$ cat src/rtl/select_arb_pkg.sv
// Shared constants and helpers for the N-channel select/arbitrate block.
package select_pkg;

    localparam int unsigned MODE_MANUAL = 0;
    localparam int unsigned MODE_RR     = 1;

    // Channel index width, never narrower than one bit.
    function automatic int unsigned cw_of(input int unsigned n);
        return (n < 2) ? 1 : $clog2(n);
    endfunction

endpackage

$ cat src/rtl/select_arb_if.sv
// Producer-side and consumer-side handshake bundle for select_arb.
interface select_arb_if #(
    parameter int unsigned N_CH  = 4,
    parameter int unsigned WIDTH = 8
);
    localparam int unsigned CW = select_pkg::cw_of(N_CH);

    logic [N_CH*WIDTH-1:0] in_data;
    logic [N_CH-1:0]       in_valid;
    logic [N_CH-1:0]       in_ready;
    logic [CW-1:0]         cntrl;
    logic [WIDTH-1:0]      out_data;
    logic [CW-1:0]         out_chan;
    logic                  out_valid;
    logic                  out_ready;

    modport slave (
        input  in_data, in_valid, cntrl, out_ready,
        output in_ready, out_data, out_chan, out_valid
    );

    modport master (
        output in_data, in_valid, cntrl, out_ready,
        input  in_ready, out_data, out_chan, out_valid
    );

endinterface

$ cat src/rtl/select_rr_arb.sv
// Combinational round-robin search: first requester at or after ptr, wrapping.
module select_rr_arb
    import select_pkg::*;
#(
    parameter int unsigned N_CH = 4,
    localparam int unsigned CW  = cw_of(N_CH)
) (
    input  logic [N_CH-1:0] req,
    input  logic [CW-1:0]   ptr,
    output logic [N_CH-1:0] gnt,
    output logic [CW-1:0]   gnt_idx,
    output logic            any
);

    logic [N_CH-1:0] rot;
    logic [CW-1:0]   off;
    logic [CW:0]     sum;

    // Rotate so ptr sits at bit 0, take the lowest set bit, rotate the index back.
    always_comb begin
        rot = N_CH'({req, req} >> ptr);
        off = '0;
        any = 1'b0;
        for (int unsigned i = 0; i < N_CH; i++) begin
            if (!any && rot[i]) begin
                any = 1'b1;
                off = CW'(i);
            end
        end
        sum = {1'b0, ptr} + {1'b0, off};
        if (sum >= (CW+1)'(N_CH)) begin
            sum = sum - (CW+1)'(N_CH);
        end
        gnt_idx = sum[CW-1:0];
        gnt     = '0;
        for (int unsigned i = 0; i < N_CH; i++) begin
            gnt[i] = any && (gnt_idx == CW'(i));
        end
    end

endmodule

$ cat src/rtl/select_arb.sv
// N-channel selector with a registered output stage; manual or round-robin grant.
module select_arb
    import select_pkg::*;
#(
    parameter int unsigned N_CH  = 4,
    parameter int unsigned WIDTH = 8,
    parameter int unsigned MODE  = MODE_RR
) (
    input logic        clk,
    input logic        rst,
    select_arb_if.slave bus
);

    localparam int unsigned CW = cw_of(N_CH);

    logic [N_CH-1:0]  gnt;
    logic [CW-1:0]    gnt_idx;
    logic             gnt_any;
    logic             load;
    logic             xfer;
    logic [WIDTH-1:0] sel_data;

    logic [WIDTH-1:0] out_data_q, out_data_d;
    logic [CW-1:0]    out_chan_q, out_chan_d;
    logic             out_valid_q, out_valid_d;

    if (MODE == MODE_RR) begin : g_rr
        logic [CW-1:0] ptr_q, ptr_d;
        logic          unused_cntrl;

        assign unused_cntrl = ^bus.cntrl;

        select_rr_arb #(.N_CH(N_CH)) u_arb (
            .req     (bus.in_valid),
            .ptr     (ptr_q),
            .gnt     (gnt),
            .gnt_idx (gnt_idx),
            .any     (gnt_any)
        );

        // Pointer moves just past the channel that transferred; otherwise holds.
        always_comb begin
            ptr_d = ptr_q;
            if (xfer) begin
                ptr_d = (gnt_idx == CW'(N_CH - 1)) ? '0 : gnt_idx + CW'(1);
            end
        end

        // Round-robin pointer register.
        always_ff @(posedge clk) begin
            if (rst) ptr_q <= '0;
            else     ptr_q <= ptr_d;
        end
    end else begin : g_man
        // Only the channel named by cntrl is eligible; out-of-range cntrl grants nothing.
        always_comb begin
            gnt     = '0;
            gnt_idx = '0;
            gnt_any = 1'b0;
            for (int unsigned i = 0; i < N_CH; i++) begin
                if (bus.cntrl == CW'(i) && bus.in_valid[i]) begin
                    gnt[i]  = 1'b1;
                    gnt_idx = CW'(i);
                    gnt_any = 1'b1;
                end
            end
        end
    end

    // Handshake: accept only when the output register is free or draining.
    always_comb begin
        load         = !out_valid_q || bus.out_ready;
        xfer         = !rst && load && gnt_any;
        bus.in_ready = xfer ? gnt : '0;
        sel_data     = '0;
        for (int unsigned i = 0; i < N_CH; i++) begin
            if (gnt[i]) sel_data = bus.in_data[i*WIDTH +: WIDTH];
        end
    end

    // Output register next state: load on transfer, drop valid on an empty load slot.
    always_comb begin
        out_data_d  = out_data_q;
        out_chan_d  = out_chan_q;
        out_valid_d = out_valid_q;
        if (xfer) begin
            out_data_d  = sel_data;
            out_chan_d  = gnt_idx;
            out_valid_d = 1'b1;
        end else if (load) begin
            out_valid_d = 1'b0;
        end
    end

    // Output register.
    always_ff @(posedge clk) begin
        if (rst) begin
            out_data_q  <= '0;
            out_chan_q  <= '0;
            out_valid_q <= 1'b0;
        end else begin
            out_data_q  <= out_data_d;
            out_chan_q  <= out_chan_d;
            out_valid_q <= out_valid_d;
        end
    end

    assign bus.out_data  = out_data_q;
    assign bus.out_chan  = out_chan_q;
    assign bus.out_valid = out_valid_q;

endmodule
$ cat src/flat_wrapper.sv
// flat-port wrapper written by rule: the top's interface ports become plain ports
module select_arb_flat import select_pkg::*;
#(
    parameter int unsigned N_CH  = 4,
    parameter int unsigned WIDTH = 8,
    parameter int unsigned MODE  = MODE_RR
)
  (clk, rst, bus_in_data, bus_in_valid, bus_cntrl, bus_out_ready, bus_in_ready, bus_out_data, bus_out_chan, bus_out_valid);
  select_arb_if #(.N_CH(N_CH), .WIDTH(WIDTH)) bus_i ();
  input logic clk;
  input logic rst;
  input wire logic [$bits(bus_i.in_data)-1:0] bus_in_data;
  input wire logic [$bits(bus_i.in_valid)-1:0] bus_in_valid;
  input wire logic [$bits(bus_i.cntrl)-1:0] bus_cntrl;
  input wire logic [$bits(bus_i.out_ready)-1:0] bus_out_ready;
  output wire logic [$bits(bus_i.in_ready)-1:0] bus_in_ready;
  output wire logic [$bits(bus_i.out_data)-1:0] bus_out_data;
  output wire logic [$bits(bus_i.out_chan)-1:0] bus_out_chan;
  output wire logic [$bits(bus_i.out_valid)-1:0] bus_out_valid;
  assign bus_i.in_data = bus_in_data;
  assign bus_i.in_valid = bus_in_valid;
  assign bus_i.cntrl = bus_cntrl;
  assign bus_i.out_ready = bus_out_ready;
  assign bus_in_ready = bus_i.in_ready;
  assign bus_out_data = bus_i.out_data;
  assign bus_out_chan = bus_i.out_chan;
  assign bus_out_valid = bus_i.out_valid;
  select_arb #(.N_CH(N_CH), .WIDTH(WIDTH), .MODE(MODE)) u_core (.clk(clk), .rst(rst), .bus(bus_i));
endmodule
$ cat config.mk
export PLATFORM = sky130hd
export DESIGN_NAME = select_arb_flat
export DESIGN_NICKNAME = d
export VERILOG_FILES = /design/src/rtl/select_arb_pkg.sv /design/src/rtl/select_arb_if.sv /design/src/rtl/select_rr_arb.sv /design/src/rtl/select_arb.sv /design/src/flat_wrapper.sv
export SDC_FILE = /design/constraint.sdc
export NUM_CORES = 1
export LEC_CHECK = 0
export BUFFER_PORTS_ARGS = -buffer_cell sky130_fd_sc_hd__buf_2
export CAP_MARGIN = 20
export CORE_ASPECT_RATIO = 0.8
export CORE_UTILIZATION = 45
export CTS_CLUSTER_DIAMETER = 80
export DETAILED_ROUTE_END_ITERATION = 16
export PLACE_DENSITY = 0.87
export SYNTH_ARGS = -nofsm -noshare
export SYNTH_HDL_FRONTEND = slang
export SYNTH_HIERARCHICAL = 1
export SYNTH_SLANG_ARGS = --single-unit
$ cat constraint.sdc
create_clock -name clk -period 2.75 [get_ports clk]
set_input_delay 0.1375 -clock clk [delete_from_list [all_inputs] [get_ports clk]]
set_output_delay 0.1375 -clock clk [all_outputs]
set_load 0.005 [all_outputs]
==> impl_metrics.toml <==
[route]
antenna_left = 0
detail_route.drc_violations = 2
drtPass1Iterations = 10
post_drt_wl_per_cell_um = 13.57
route.vias.total = 1251
detail_route.vias_per_cell = 5.661
drt-total-wl_um = 3000
detailedRoute.firstIterationViolations = 39

[finish]
nFillCells = 176
insertedDiodeCount = 0
final_nets = 240
finish.instance_area_um2 = 1483
drive_above_1_share = 0.4133
area_delta_synth_final_pct = 35.58

[grt]
grt_usage = 0.2097
grt_pass1_vias = 1045
number_of_antenna_violations_at_the_first_check_in_global_routing = 0
grt_start_max_net_pins = 19
globalRouteOverflowTotal = 0
wire_length_of_the_first_global_routing_pass_um = 4319

[logic_synthesis]
synth-main-ff-cell = "dfxtp_1"
yosys-top-cells-area = "dfxtp_1 24%, a21oi_1 9.2%, a221o_1 6.4%"
part_of_the_yosys_area_used_for_sequential_elements = 0.2380
synth_top_area_share = 0.2380
synth_edf_count = 0
synth_warnings = 6
synth_async_sr_flop_share = 0
syn_area_per_cell_um2 = 7.701
mappedNetlistArea_um2 = 1094
synth.net_count = 185
netlist.top_cell.by_area = "dfxtp_1"
ys_seq_elements = 13
post_synth_num_cell_types = 36
netlist_instances = 142

[timing]
final_critical_path_setup_slack_ps = 46.88
slew_viol_final = 0
finalCritPeriodShare = 0.9830
slew_headroom = 0.5885
period_needed_ps = 2703
worstMarginPinSlew_ps = 611.6
finalClockSkew_ps = 3.976
hold_violations = 0
finalSetupViolCount = 0
fmax_ghz = 0.3699

[placed_design]
pre_cts_slack_ps = -97.52
dpl-instance-area_um2 = 1373
place.gp.congestion = 0.7871
io_buffer_count = 53
dp_hpwl_um = 2186

[clock_tree]
htree_num_levels = 1
cts.sink_count = 13
insertion_delay_ps = 270
cts-root-buf = "clkbuf_4"
cts-buffers-inserted = 3
tritoncts = "yes"
postCtsHoldBufs = 0
worst_setup_hold_path_clk_slew_ps = 80
clock_path_buffers = 2

[run]
maxCapViolCount = 0

[worst_setup_path]
setup.worst_path.class = "flop to flop"
crit_path_start_kind = "flop"
worstSetupEndpointType = "flop"
timing.critical_path.required_ps = 2920
crit_path_max_fanout = 8
cp.arrival_ps = 2880

[status]
violations = "design-rule violations"
outcome = "complete, but fails checks"

[floorplan]
fp.dieH_um = 46.09
top_level_pins = 56
core_area_um2 = 2215
floorplan.die.width_um = 57.12
initial_utilization = 0.4938
dieArea_um2 = 2632
placementRows = 15

[power_and_ir_drop]
vdd.ir_drop.worst_v = 0.0006946
totalPowerFinal_mw = 1.791
power_density_nw_per_um2 = 1208
p_leak_nw = 0.6734

[min_path]
type_of_the_tightest_min_delay_check = "primary input to flop"
==> synthesized netlist by cell type (all sizes together) (3+ instances only) <==
library cell and count:
nor2 4, nand3b 7, mux2i 5, dfxtp 13, nand2 14, nand3 3, nand2b 5, o21ai 5
a311oi 7, buf 7, nor3b 4, a21oi 20, a221o 7, nor2b 4, clkbuf 6, inv 10
==> flip-flops by register name, summed over array words and instances (netlist names) <==
signal and cells:
u_core/bus.out_data 8, u_core/bus.out_chan 2, u_core/g_rr.ptr_q 2, u_core/bus.out_valid 1
==> stage by stage <==
step	util	hold WS, ps	TNS [ps]	std cells
global route	0.6695	141.7	-283.8	221
detailed placement	0.6198	421.4	-185.5	215
global placement	0.6198	416.8	0	215
floorplan	-	309.4	0	142
finish	0.6695	139.9	0	221
CTS	0.6345	126.9	0	219
==> layout by cell type (no fill, tap or decap), types with 2 or more instances in the layout <==
| cell | n |
|---|---|
| buf_2 | 54 |
| a21oi_1 | 20 |
| nand2_1 | 12 |
| dfxtp_1 | 12 |
| inv_1 | 10 |
| buf_4 | 8 |
| nand3b_1 | 7 |
| a221o_1 | 7 |
| a311oi_1 | 7 |
| nand2b_1 | 5 |
| o21ai_0 | 5 |
| nor3b_1 | 4 |
| nor2b_1 | 4 |
| clkbuf_4 | 3 |
| nor2_1 | 3 |
| nand3_1 | 3 |
| o22a_1 | 2 |
| nor4_1 | 2 |
| nand2_2 | 2 |
| mux2i_4 | 2 |
| mux2i_2 | 2 |
==> area by class of cell <==
class	count	area, um^2	share of cell area
repair buffers	63	341.6	0.2304
well taps	25	31.28	0.02110
inverters	10	37.54	0.02532
clock buffers	4	26.28	0.01772
multi-input cells	106	782.0	0.5274
flip-flops and latches	13	264.0	0.1781
==> critical path, cell delays in order, from the launching register on <==
cell and delay (ps):
dfxtp_1 570, o211ai_1 180, ha_2 380, nor2b_1 210, nand2_1 130, mux2i_2 220, buf_4 200, a21oi_1 70
a221o_1 350, a311oi_1 290
==> path summary, 6_finish.rpt <==
| kind | from | to | slack, ps | depth (start not counted) |
|---|---|---|---|---|
| worst min-delay path | bus_in_data[27] | u_core/bus.out_data[3] | 140 | 3 |
| worst min register to register | u_core/bus.out_chan[0] | u_core/bus.out_chan[0] | 470 | 2 |
| worst max-delay path | u_core/g_rr.ptr_q[1] | u_core/bus.out_data[7] | 50 | 9 |
| worst max register to register | u_core/g_rr.ptr_q[1] | u_core/bus.out_data[7] | 50 | 9 |
==> cell families (layout without fill, tap and decap cells) <==
family / Yosys count / after routing / synth area share
AO/OA/AOI/OAI: 49 / 49 / 0.3181
XOR/XNOR: 3 / 3 / 0.02403
adder cells (fa/ha/maj): 2 / 2 / 0.02288
buffers and inverters: 23 / 77 / 0.1053
flip-flops: 13 / 13 / 0.2380
multiplexers: 5 / 5 / 0.04577
AND/OR/NAND/NOR: 47 / 47 / 0.2460
==> per-layer routing <==
layer	share of wire	GRT usage	up-vias	wire, um
li1	-	-	636	-
met1	0.46	0.2843	566	1383
met2	0.48	0.3694	47	1437
met3	0.057	0.02809	2	171
met4	0.0027	0.02927	0	8
met5	0	0	-	0
==> what timing repair did <==
item / in CTS / in global routing
gates resized for setup: 3 / 15
buffers inserted: 0 / 1
hold endpoints to repair: 0 / 0
setup endpoints to repair: 6 / 10
pin swaps: 0 / 2
gates cloned: 0 / 1
==> where the power goes <==
group,internal [mW],switching [mW],total [mW]
logic,0.688,0.647,1.34
clock network,0.0561,0.0583,0.114
registers,0.277,0.0644,0.341
total,1.02,0.769,1.79
Note: power is estimated with default switching activity, not from simulation.
